--- src/rtl/output_buffer_ctrl_pkg.sv ---
// Shared constants for the output buffer sequencer: layer codes and FSM state encoding.
package output_buffer_ctrl_pkg;

    // MAC lanes feeding the output buffer (kept here for reference by neighbouring blocks)
    localparam int MAC_NUM = 112;

    // Layer codes driven on CS towards the output buffer
    localparam logic [3:0] SCONV_1 = 4'h1;
    localparam logic [3:0] SCONV_2 = 4'h2;
    localparam logic [3:0] SCONV_3 = 4'h3;
    localparam logic [3:0] SCONV_4 = 4'h4;

    // Sequencer state encoding
    localparam logic [2:0] ST_IDLE   = 3'd0;
    localparam logic [2:0] ST_INIT   = 3'd1;
    localparam logic [2:0] ST_INIT_W = 3'd2;
    localparam logic [2:0] ST_ACC    = 3'd3;
    localparam logic [2:0] ST_WB     = 3'd4;
    localparam logic [2:0] ST_DONE   = 3'd5;

endpackage

--- src/rtl/output_buffer_ctrl.sv ---
// Sequencer for the ping-pong output buffer: per group it pulses bias initialisation,
// enables accumulation over a programmed number of MAC result vectors, captures the
// final result and handshakes it to the store engine, repeating for every group.
module output_buffer_ctrl
    import output_buffer_ctrl_pkg::*;
#(
    parameter int ACC_W = 16,
    parameter int GRP_W = 10
) (
    input  logic             clk,
    input  logic             rst,
    input  logic             start,
    input  logic [3:0]       cs_in,
    input  logic [ACC_W-1:0] acc_len,
    input  logic [GRP_W-1:0] grp_num,
    input  logic             result_vld,
    input  logic             store_rdy,
    output logic [3:0]       CS,
    output logic             output_buffer_initial,
    output logic             en,
    output logic             store_en,
    output logic             store_vld,
    output logic             mac_go,
    output logic             busy,
    output logic             done
);

    logic [2:0]       state;
    logic [ACC_W-1:0] acc_len_q;
    logic [GRP_W-1:0] grp_num_q;
    logic [ACC_W-1:0] acc_cnt;
    logic [GRP_W-1:0] grp_cnt;
    logic             acc_last;
    logic             grp_last;

    // A zero length/count is stored as one so the last-item compares never underflow
    assign acc_last = (acc_cnt == acc_len_q - ACC_W'(1));
    assign grp_last = (grp_cnt == grp_num_q - GRP_W'(1));

    // FSM, latched layer parameters and the accumulation/group counters
    always_ff @(posedge clk or posedge rst) begin
        if (rst) begin
            state     <= ST_IDLE;
            CS        <= 4'h0;
            acc_len_q <= ACC_W'(1);
            grp_num_q <= GRP_W'(1);
            acc_cnt   <= '0;
            grp_cnt   <= '0;
        end else begin
            case (state)
                ST_IDLE: begin
                    if (start) begin
                        CS        <= cs_in;
                        acc_len_q <= (acc_len == '0) ? ACC_W'(1) : acc_len;
                        grp_num_q <= (grp_num == '0) ? GRP_W'(1) : grp_num;
                        acc_cnt   <= '0;
                        grp_cnt   <= '0;
                        state     <= ST_INIT;
                    end
                end
                ST_INIT: begin
                    state <= ST_INIT_W;
                end
                ST_INIT_W: begin
                    state <= ST_ACC;
                end
                ST_ACC: begin
                    if (result_vld) begin
                        if (acc_last) begin
                            acc_cnt <= '0;
                            state   <= ST_WB;
                        end else begin
                            acc_cnt <= acc_cnt + ACC_W'(1);
                        end
                    end
                end
                ST_WB: begin
                    if (store_rdy) begin
                        if (grp_last) begin
                            state <= ST_DONE;
                        end else begin
                            grp_cnt <= grp_cnt + GRP_W'(1);
                            state   <= ST_INIT;
                        end
                    end
                end
                ST_DONE: begin
                    state <= ST_IDLE;
                end
                default: begin
                    state <= ST_IDLE;
                end
            endcase
        end
    end

    // Moore outputs decoded from state; store_en is the only combinational term
    always_comb begin
        output_buffer_initial = (state == ST_INIT);
        en                    = (state == ST_ACC);
        mac_go                = (state == ST_ACC);
        store_vld             = (state == ST_WB);
        busy                  = (state != ST_IDLE);
        done                  = (state == ST_DONE);
        store_en              = (state == ST_ACC) && result_vld && acc_last;
    end

endmodule

--- config.mk ---
export PLATFORM = sky130hd
export DESIGN_NAME = output_buffer_ctrl
export DESIGN_NICKNAME = d
export VERILOG_FILES = /design/src/rtl/output_buffer_ctrl_pkg.sv /design/src/rtl/output_buffer_ctrl.sv
export SDC_FILE = /design/constraint.sdc
export NUM_CORES = 1
export LEC_CHECK = 0
export CAP_MARGIN = 20
export CORE_MARGIN = 3
export CORE_UTILIZATION = 40
export CTS_CLUSTER_SIZE = 40
export DETAILED_ROUTE_END_ITERATION = 8
export DONT_BUFFER_PORTS = 1
export PLACE_DENSITY = 0.59
export SYNTH_ARGS = -nofsm -noshare
export SYNTH_HDL_FRONTEND = slang
export SYNTH_SLANG_ARGS = --single-unit
--- constraint.sdc ---
create_clock -name clk -period 2.6 [get_ports clk]
set_input_delay 0.26 -clock clk [delete_from_list [all_inputs] [get_ports clk]]
set_output_delay 0.26 -clock clk [all_outputs]
set_load 0.03 [all_outputs]
==> metrics <==
critical path's slowest cell=dfrtp_1; I/O pin total=46; Initial Util=roughly two fifths; sequential fraction of the synthesis area=39.93%; First-pass DRT Iterations=4; area share of the largest cell type after synthesis=~39%; DR vias/cell=5.352; GR Util All Layers=18.80%; Nets=522; Synth area leader=dfrtp_1; number of port buffers=0; GRT overflow=0; Clock Root Buffer=clkbuf_8; f_max=0.3637 GHz; Commonest cells post-synth=113 x nand2_1, 57 x dfrtp_1, 38 x nor2_1; DR vias=about 3200; drt initial violations=117; first-pass GRT wire length=15390 µm; setup ws final=-0.1493 ns; flop and latch count out of synthesis=59; crit-path max cell delay=0.41 ns; final number of setup-violating endpoints=11; P&R area growth vs syn=19.90%; Yosys Warn Count=0; number of global-route vias before repair=3142; Post-synth ARST share=100.0%; CTS buffer count=9; Die W=102.2 µm; CTS H-Tree Depth=3; status=finished, violations left; Placed Instances=570; critical path endpoint category=output port; fin. max-slew vios=0; worst vdd ir=about 0.00039 V; unrepaired setup endpoints after global routing=true; required time worst endpoint=2.34 ns; hpwl dp=between 6000 and 7000 µm; proportion of layout cells with a drive suffix above 1=approximately a fifth; Rows=34; number of enable flip-flop cells after synthesis=0; die height=102.2 µm; top_reg_cell synth=dfrtp_1; Place WS=-0.1263 ns; Arrival @ worst endpoint=around 2.5 ns; power per cell area=just under 700 mW/mm²; setup_tns=-0.4098 ns; syn_nets=483; Post-Layout Cell Count=596; violated checks=hold timing, setup timing; Syn Area/Cell=about 8.3 µm²; Setup Crit Path Kind=flip-flop to output port; largest net degree at the start of global routing=60; Final ANT Viol Nets=0; initial antenna violation count=0; Post-Route WL=9168 µm; Syn Inst Count=444; total power=3.006 mW; worst hold slack=-0.005105 ns; Max-slew headroom=49.54%; Final Skew=around 0.014 ns; Clock Tree Buf Depth=2; core area=0.008848 mm²; Post-Syn Area=between 0.003 and 0.004 mm²; final hold violation count=7; cell chain of the critical path=inv_2, ha_4, nor4b_4, nand2_2, nor4_2, buf_4, nor2_4, nor4_4, and3_1, buf_6; ant diodes=0; count leader, synth=nand2_1; fin crit period=2.749 ns; worst slew pin tran=0.7569 ns; DRC Markers=0; crit-path max FO=4; clock latency on the worst-skew pair=0.35 ns; Max Cap Viol=0; Yosys cell types=63; clock slew seen by the registers of the worst setup and hold paths=0.08 ns; synth top area cells=dfrtp_1 39%, nand2_1 11%, xnor2_1 5.7%, xor2_1 4.0%, nor2_1 3.9%; clk sinks=59; final worst-path cycle share=105.7%; R2R Setup Slk=-0.03 ns; Leakage Power=1.954 nW; area of the die=around 0.010 mm²; CTS tree=done; HP Class=primary input to asynchronous set/reset pin; wire length per cell=15.38 µm; Critical Path Source Type=flip-flop; GPL Wtd Cong=between 0.8 and 0.9
[worst max-delay path, delay by kind of cell, from the launching register on]
kind                       cells  cell delay [ns]
and+or+nand+nor                6             1.17
DFF                            1             0.41
buffers and inverters          3             0.39
adders and majority gates      1             0.15
[worst paths after layout]
path,cells past startpoint,endpoint,start
worst max register to register,10,acc_cnt[14]$_DFFE_PP0P_,acc_len_q[1]$_DFFE_PP0P_
worst max-delay path,10,store_en,acc_len_q[1]$_DFFE_PP0P_
max in group asynchronous,2,grp_num_q[4]$_DFFE_PP0P_,rst
min in group clk,2,CS[1]$_DFFE_PP0P_,cs_in[1]
worst min-delay path,2,state[0]$_DFFE_PP0P_,rst
worst min register to register,2,acc_len_q[15]$_DFFE_PP0P_,acc_len_q[15]$_DFFE_PP0P_
[per-layer routing]
metal / GRT usage [%] / part of all wire [%]
met1: 26.59 / 49
met2: 28.39 / 46
met3: 5.324 / 3.8
met4: 4.945 / 1.2
met5: 0 / 0
[placed cells by master, fill, tap and decap left out, types with 8 or more instances in the layout]
cell type and instances:
nand2_1 111, o21ai_0 13, xnor2_1 24, a21oi_1 8, nor2_1 37, xor2_1 17, inv_1 12, clkbuf_8 9
buf_4 39, nand3_1 14, dfrtp_1 57, nand4_1 12, nor3_1 9
[layout make-up]
class                   count  area, µm²
clock buffers               9      123.9
clock inverters             7      81.33
fillers                   854       4408
inverters                  16      60.06
multi-input cells         349       2176
flip-flops and latches     59       1479
well taps                 108      135.1
repair buffers             48      385.4
[metrics by stage]
stage / util (%) / hold slack (ns) / area, µm²
after floorplan: - / 0.3654 / 3704
after global placement: 45.32 / 0.3695 / 4010
after detailed placement: 45.32 / 0.3711 / 4010
after CTS: 49.29 / 0.0003059 / 4362
after global routing: 50.18 / 0.01067 / 4441
final: 50.18 / -0.005105 / 4441
[state kept, by name, summed over array words and instances (netlist names)]
signal and count:
grp_cnt 10, CS 4, grp_num_q 10, state 3
acc_cnt 16, acc_len_q 16
[cell families after synthesis]
group | synth area share [%]
muxes | 0.5743
buffers and inverters | 4.865
and+or+nand+nor | 30.20
xor gates and xnor gates | 9.696
AOI/OAI and AO/OA | 13.38
DFF | 39.93
adders and majority gates | 1.351
[what timing repair did]
item | in CTS | in global routing
pin swaps | 6 | 5
setup endpoints to repair | 17 | 19
endpoints found under the hold margin | 6 | 1
hold buffers | 6 | 1
setup buffers | 2 | 2
resized for setup | 17 | 9
[power breakdown]
group | switching, mW | leakage (nW) | total, mW | internal, mW
clock network | 0.427 | 0.101 | 0.885 | 0.457
logic | 0.425 | 1.11 | 0.828 | 0.403
registers | 0.229 | 0.739 | 1.29 | 1.06
Power figures use the tool's default switching activity.
